==> src/rtl/impact_pkg.sv <==
// Shared types and widths for the IMPACT SRAM head control path.
// Used by the access sequencer and the head/bank decoders.
package impact_pkg;

  localparam int WORD_W = 10;
  localparam int BANK_W = 2;
  localparam int BYTE_W = 2;
  localparam int DATA_W = 8;
  localparam int LEN_W  = 4;
  localparam int TMR_W  = 4;

  typedef enum logic [2:0] {
    ST_IDLE,
    ST_SETUP,
    ST_PRE,
    ST_ACC,
    ST_CAP,
    ST_NEXT
  } seq_state_e;

  typedef struct packed {
    logic              write;
    logic [WORD_W-1:0] word;
    logic [BANK_W-1:0] bank;
    logic [BYTE_W-1:0] byte_sel;
  } sram_req_t;

  // A phase lasting N cycles starts the timer at N-1 so done rises in its last cycle.
  function automatic logic [TMR_W-1:0] tmr_preset(input int cycles);
    return TMR_W'(cycles - 1);
  endfunction

endpackage

==> src/rtl/sram_access_sequencer_seq_timer.sv <==
// Loadable down-counter shared by the precharge, access and capture phases.
// Holds at zero; o_done is high whenever the count is zero.
module seq_timer
  import impact_pkg::*;
#(
  parameter int W = TMR_W
) (
  input  logic         clk,
  input  logic         reset_n,
  input  logic         i_load,
  input  logic [W-1:0] i_value,
  output logic         o_done
);

  logic [W-1:0] r_count;

  always_ff @(posedge clk) begin
    if (!reset_n) begin
      r_count <= '0;
    end else if (i_load) begin
      r_count <= i_value;
    end else if (r_count != '0) begin
      r_count <= r_count - 1'b1;
    end
  end

  assign o_done = (r_count == '0);

endmodule

==> src/rtl/sram_access_sequencer.sv <==
// Host-request to IMPACT SRAM head pin sequencer: precharge, access, capture per beat,
// with one outstanding single/burst request and read-byte return under backpressure.
module sram_access_sequencer
  import impact_pkg::*;
#(
  parameter int PRE_CYCLES = 2,
  parameter int ACC_CYCLES = 2,
  parameter int MUX_LAT    = 1
) (
  input  logic              clk,
  input  logic              reset_n,
  input  logic              req_valid,
  output logic              req_ready,
  input  logic              req_write,
  input  logic [WORD_W-1:0] req_word,
  input  logic [BANK_W-1:0] req_bank,
  input  logic [BYTE_W-1:0] req_byte,
  input  logic [LEN_W-1:0]  req_len,
  input  logic              wd_valid,
  output logic              wd_ready,
  input  logic [DATA_W-1:0] wd_data,
  output logic              rsp_valid,
  input  logic              rsp_ready,
  output logic [DATA_W-1:0] rsp_data,
  output logic              rsp_last,
  output logic              busy,
  output logic [WORD_W-1:0] sram_word_sel,
  output logic [BANK_W-1:0] sram_bank_sel,
  output logic [BYTE_W-1:0] sram_byte_sel,
  output logic [DATA_W-1:0] sram_data_in,
  output logic              sram_precharge,
  output logic              sram_read_en,
  output logic              sram_write_en,
  input  logic [DATA_W-1:0] sram_data_out
);

  // state | meaning
  // IDLE  | waiting for a host request
  // SETUP | selects driven; write beats wait here for the data byte
  // PRE   | precharge held for PRE_CYCLES
  // ACC   | read or write enable held for ACC_CYCLES
  // CAP   | read only: wait for the out-mux, hold the byte until consumed
  // NEXT  | retire beat, advance word or return to IDLE

  seq_state_e        r_state;
  seq_state_e        w_next_state;
  sram_req_t         r_req;
  logic [LEN_W-1:0]  r_beats;
  logic [DATA_W-1:0] r_wdata;
  logic [DATA_W-1:0] r_rsp_data;
  logic              r_rsp_valid;
  logic              r_rsp_last;
  logic              r_ready_en;

  logic              w_tmr_load;
  logic [TMR_W-1:0]  w_tmr_value;
  logic              w_tmr_done;
  logic              w_req_fire;
  logic              w_wd_fire;
  logic              w_rsp_fire;
  logic              w_capture;

  seq_timer #(
    .W (TMR_W)
  ) u_seq_timer (
    .clk     (clk),
    .reset_n (reset_n),
    .i_load  (w_tmr_load),
    .i_value (w_tmr_value),
    .o_done  (w_tmr_done)
  );

  assign w_req_fire = req_valid & req_ready;
  assign w_wd_fire  = wd_valid & wd_ready;
  assign w_rsp_fire = r_rsp_valid & rsp_ready;
  assign w_capture  = (r_state == ST_CAP) & w_tmr_done & ~r_rsp_valid;

  always_ff @(posedge clk) begin
    if (!reset_n) begin
      r_state <= ST_IDLE;
    end else begin
      r_state <= w_next_state;
    end
  end

  always_comb begin
    w_next_state = r_state;
    w_tmr_load   = 1'b0;
    w_tmr_value  = '0;
    unique case (r_state)
      ST_IDLE: begin
        if (w_req_fire) begin
          w_next_state = ST_SETUP;
        end
      end
      ST_SETUP: begin
        if (!r_req.write || wd_valid) begin
          w_next_state = ST_PRE;
          w_tmr_load   = 1'b1;
          w_tmr_value  = tmr_preset(PRE_CYCLES);
        end
      end
      ST_PRE: begin
        if (w_tmr_done) begin
          w_next_state = ST_ACC;
          w_tmr_load   = 1'b1;
          w_tmr_value  = tmr_preset(ACC_CYCLES);
        end
      end
      ST_ACC: begin
        if (w_tmr_done) begin
          if (r_req.write) begin
            w_next_state = ST_NEXT;
          end else begin
            w_next_state = ST_CAP;
            w_tmr_load   = 1'b1;
            w_tmr_value  = tmr_preset(MUX_LAT);
          end
        end
      end
      ST_CAP: begin
        if (w_rsp_fire) begin
          w_next_state = ST_NEXT;
        end
      end
      ST_NEXT: begin
        w_next_state = (r_beats == '0) ? ST_IDLE : ST_SETUP;
      end
      default: begin
        w_next_state = ST_IDLE;
      end
    endcase
  end

  // Pin enables decode straight from state so a reset drops them on the very next edge.
  always_comb begin
    req_ready      = 1'b0;
    wd_ready       = 1'b0;
    sram_precharge = 1'b0;
    sram_read_en   = 1'b0;
    sram_write_en  = 1'b0;
    busy           = 1'b1;
    unique case (r_state)
      ST_IDLE: begin
        req_ready = r_ready_en;
        busy      = 1'b0;
      end
      ST_SETUP: begin
        wd_ready = r_req.write;
      end
      ST_PRE: begin
        sram_precharge = 1'b1;
      end
      ST_ACC: begin
        sram_read_en  = ~r_req.write;
        sram_write_en = r_req.write;
      end
      default: begin
        busy = 1'b1;
      end
    endcase
  end

  always_ff @(posedge clk) begin
    if (!reset_n) begin
      r_req       <= '0;
      r_beats     <= '0;
      r_wdata     <= '0;
      r_rsp_data  <= '0;
      r_rsp_valid <= 1'b0;
      r_rsp_last  <= 1'b0;
      r_ready_en  <= 1'b0;
    end else begin
      r_ready_en <= 1'b1;
      if (w_req_fire) begin
        r_req <= '{write: req_write, word: req_word, bank: req_bank, byte_sel: req_byte};
        r_beats <= req_len;
      end
      if (w_wd_fire) begin
        r_wdata <= wd_data;
      end
      if (w_capture) begin
        r_rsp_valid <= 1'b1;
        r_rsp_data  <= sram_data_out;
        r_rsp_last  <= (r_beats == '0);
      end else if (w_rsp_fire) begin
        r_rsp_valid <= 1'b0;
        r_rsp_last  <= 1'b0;
      end
      // Word address wraps within the bank; bank select never changes mid-burst.
      if ((r_state == ST_NEXT) && (r_beats != '0)) begin
        r_beats    <= r_beats - 1'b1;
        r_req.word <= r_req.word + 1'b1;
      end
    end
  end

  assign sram_word_sel = r_req.word;
  assign sram_bank_sel = r_req.bank;
  assign sram_byte_sel = r_req.byte_sel;
  assign sram_data_in  = r_wdata;
  assign rsp_valid     = r_rsp_valid;
  assign rsp_data      = r_rsp_data;
  assign rsp_last      = r_rsp_last;

endmodule

==> config.mk <==
export PLATFORM = sky130hd
export DESIGN_NAME = sram_access_sequencer
export DESIGN_NICKNAME = d
export VERILOG_FILES = /design/src/rtl/impact_pkg.sv /design/src/rtl/sram_access_sequencer_seq_timer.sv /design/src/rtl/sram_access_sequencer.sv
export SDC_FILE = /design/constraint.sdc
export NUM_CORES = 1
export LEC_CHECK = 0
export CAP_MARGIN = 10
export CORE_ASPECT_RATIO = 0.7
export CORE_UTILIZATION = 41
export DETAILED_ROUTE_END_ITERATION = 7
export PLACE_DENSITY = 0.78
export SLEW_MARGIN = 40
export SYNTH_ARGS = -nofsm -noshare
export SYNTH_HDL_FRONTEND = slang
export SYNTH_HIERARCHICAL = 1
export SYNTH_SLANG_ARGS = --single-unit
==> constraint.sdc <==
create_clock -name clk -period 3 [get_ports clk]
set_input_delay 0.6 -clock clk [delete_from_list [all_inputs] [get_ports clk]]
set_output_delay 0.6 -clock clk [all_outputs]
set_load 0.02 [all_outputs]
==> impl_metrics.csv <==
group,metric,value,unit
pwr,ir_worst_vdd,272.3,uV
global_route,grt_pass1_vias,1992,
global_route,grt-ovfl-total,0,
worst_setup_path,cp-end-kind,"primary output",
placement,io_buffers,77,
synthesis,synth-edff-count,0,
synthesis,synth_top_area_share,40.52,%
sta,skew,0.005696,ns
routing,viasPerCell,5.237,
clock_tree,htree_num_levels,2,
placement,dpl_cell_area,0.002973,sq mm
placement,gp_congestion,0.8784,
worst_setup_path,cpPeakStageDelay,0.70,ns
run_status,status,"complete, no violations",
sta,finalSetupViolCount,0,
layout,area_delta_synth_final,38.72,%
sta,fmax,378.9,MHz
worst_setup_path,path_buf_inv,1,
synthesis,ys_seq_area_share,40.52,%
pwr,p_per_area,565.4,mW/mm^2
worst_setup_path,required,2.40,ns
global_route,track_usage,19.98,%
die,die_h,63.61,um
worst_hold_path,hold_end,"sram_bank_sel[1]$_SDFFE_PN0N_",
sta,period_minus_slack,2.639,ns
layout,multiInputGateArea,0.001132,sq mm
placement,place_hpwl,3903,um
worst_setup_path,cp_max_fo,12,
pwr,leakage,1.125,nW
global_route,grt_pass1_wl,9280,um
clock_tree,root_buffer,"clkbuf_8",
synthesis,synth_area_leader_cell,"dfxtp_1",
sta,maxSlewHeadroom,49.64,%
synthesis,synth-seq-cells,45,
layout,final_nets,371,
routing,first_pass_iters,4,
worst_setup_path,r2r_slack,0.75,ns
global_route,antenna_found_initial,0,
routing,ant_nets,0,
die,start_util,42.51,%
sta,drv_slew,0,
routing,vias,2100,
sta,whs,0.4599,ns
worst_setup_path,slowest_stage,"clkdlybuf4s50_1",
synthesis,synth_flop_cell,"dfxtp_1",
sta,rsz0062_at_grt,"no",
clock_tree,cts_buffer_depth,2,
sta,period_share,87.97,%
clock_tree,post_cts_buffers,0,
die,rows,22,
die,die_area,0.005726,sq mm
routing,avgRoutedWirePerCell,13.58,um
sta,timing_hold_violations_final,0,
global_route,grt_start_max_net_pins,24,
clock_tree,postCtsHoldBufs,0,
synthesis,synthTopCellsByArea,"dfxtp_1, a21oi_1, nand2_1, buf_4, mux2i_1",
job,maxCapViolCount,0,
clock_tree,clkTransAtPathRegs,0.09,ns
synthesis,syn_inst,263,
sta,max_slew.worst_pin.slew,0.7546,ns
synthesis,synth.distinct_cells,52,
worst_hold_path,worst_hold_path_type,"reg2reg",
layout,antennaDiodeCount,0,
layout,drive_above_1_share,6.687,%
clock_tree,cts_buffers,5,
routing,wl,5446,um
layout,fill_cells,491,
synthesis,syn_area,0.002223,sq mm
worst_setup_path,worstPathCellList,"nor4bb_1, clkdlybuf4s50_1",
sta,setup_ws,0.3609,ns
worst_setup_path,worst_setup_path_start_kind,"register",
die,core,0.005230,sq mm
routing,drc,0,
routing,drtIter0Drc,185,
synthesis,yosysWarningCount,6,
worst_setup_path,crit_arrival,2.04,ns
worst_hold_path,min_path_cells,2,
worst_setup_path,rr_endpoint,"rsp_last$_SDFFE_PN0P_",
die,io-pin-count,78,
sta,fin_setup_tns,0,ns
clock_tree,cts_tree,"done",
worst_hold_path,hp-start,"sram_bank_sel[1]$_SDFFE_PN0N_",
synthesis,async_reset_ff_share,0,%
clock_tree,clock_latency,0.29,ns
clock_tree,clock_sinks,45,
die,die_w,90.02,um
layout,regArea,900.9,sq um
clock_tree,ctsResizeCount,0,
worst_setup_path,critPathTopFamily,"buffers and inverters",
synthesis,syn_avg_cell_area,8.454,sq um
worst_setup_path,r2r_cells,6,
worst_setup_path,r2r_start,"u_seq_timer/r_count[0]$_SDFFE_PN0P_",
layout,final_cell_area,0.003084,sq mm
worst_setup_path,path_class,"reg2out",
layout,fin_util,58.97,%
placement,pre_cts_slack,0.6051,ns
-- cell type report --
type                    instances  area share [%]
multi-input cells             184           36.71
inverters                       9           1.095
clock buffers                   6           2.353
well taps                      72           2.921
flip-flops and latches         45           29.21
repair buffers                 83           26.45
clock inverters                 2           1.258
-- worst register-to-register path: stages, from the launching register on --
cell and delay [ns]:
dfxtp_1 0.32, inv_1 0.09, ha_1 0.21, nor3b_4 0.43
nand4b_1 0.66, mux2i_1 0.28, a211oi_1 0.19
-- synth_stat cells (all sizes together) (2+ instances only) --
library cell,instances
ha,3
a21oi,25
inv,8
clkbuf,7
xnor2,3
dfxtp,45
or3,4
nand3,22
a211oi,5
nand4,2
nor4b,3
o211ai,4
nor3b,3
nand2,32
and3,2
a31oi,6
a2bb2oi,3
a22oi,3
o211a,2
o21ai,5
buf,20
nor2,15
nor3,5
nand2b,5
mux2i,11
-- power by group --
| group | internal (mW) | switching [mW] | leakage [nW] |
|---|---|---|---|
| clock network | 0.250 | 0.208 | 0.0554 |
| logic | 0.277 | 0.284 | 0.704 |
| registers | 0.654 | 0.0708 | 0.366 |
-- cell families after synthesis --
logic type      Yosys count  synth area share (%)
compound gates           59                 16.94
simple gates            103                 24.76
other cells               1                0.1687
buf+inv                  36                 8.891
flops                    45                 40.52
fa+ha+maj                 3                 1.688
mux                      12                 5.459
xor+xnor                  4                 1.576
-- routing by layer --
metal / share of wire, % / track usage (%)
met3: 7.1 / 6.522
met5: 0 / 0
met2: 42 / 31.20
met1: 50 / 26.49
met4: 0.77 / 5.242
-- sequential cells by signal, summed over array words and instances, names as in the netlist --
signal / count
u_seq_timer/r_count: 4
r_state: 3
r_ready_en: 1
r_beats: 4
sram_word_sel: 10
rsp_valid: 1
rsp_data: 8
sram_data_in: 8
r_req: 1
sram_bank_sel: 2
rsp_last: 1
sram_byte_sel: 2
-- worst max-delay path by stage --
stage	startpoint	end	depth (start not counted)
finish	r_state[0]$_SDFFE_PN0P_	wd_ready	2
global placement	wd_valid	u_seq_timer/r_count[3]$_SDFFE_PN0P_	7
floorplan	u_seq_timer/r_count[0]$_SDFFE_PN0P_	u_seq_timer/r_count[3]$_SDFFE_PN0P_	7
global route	r_state[0]$_SDFFE_PN0P_	wd_ready	2
detailed placement	wd_valid	u_seq_timer/r_count[3]$_SDFFE_PN0P_	7
CTS	r_state[0]$_SDFFE_PN0P_	wd_ready	2
-- cells in the final DEF, fill, tap and decap left out, types with 3 or more instances in the layout --
| cell | instances |
|---|---|
| clkdlybuf4s50_1 | 77 |
| dfxtp_1 | 45 |
| nand2_1 | 32 |
| a21oi_1 | 25 |
| nand3_1 | 21 |
| nor2_1 | 14 |
| mux2i_1 | 11 |
| inv_1 | 8 |
| a31oi_1 | 6 |
| buf_4 | 6 |
| nand2b_1 | 5 |
| a211oi_1 | 5 |
| clkbuf_8 | 5 |
| nor3_1 | 4 |
| o211ai_1 | 4 |
| or3_1 | 4 |
| a2bb2oi_1 | 3 |
| nor4b_1 | 3 |
| a22oi_1 | 3 |
| xnor2_1 | 3 |
| o21ai_0 | 3 |
| ha_1 | 3 |
| conb_1 | 3 |
-- through the flow --
stage	cells	total power, mW
2_1_floorplan	265	1.109
3_3_place_gp	393	1.276
3_5_place_dp	393	1.294
4_1_cts	401	1.751
5_1_grt	401	1.841
6_report	401	1.744
Power figures use the tool's default switching activity.
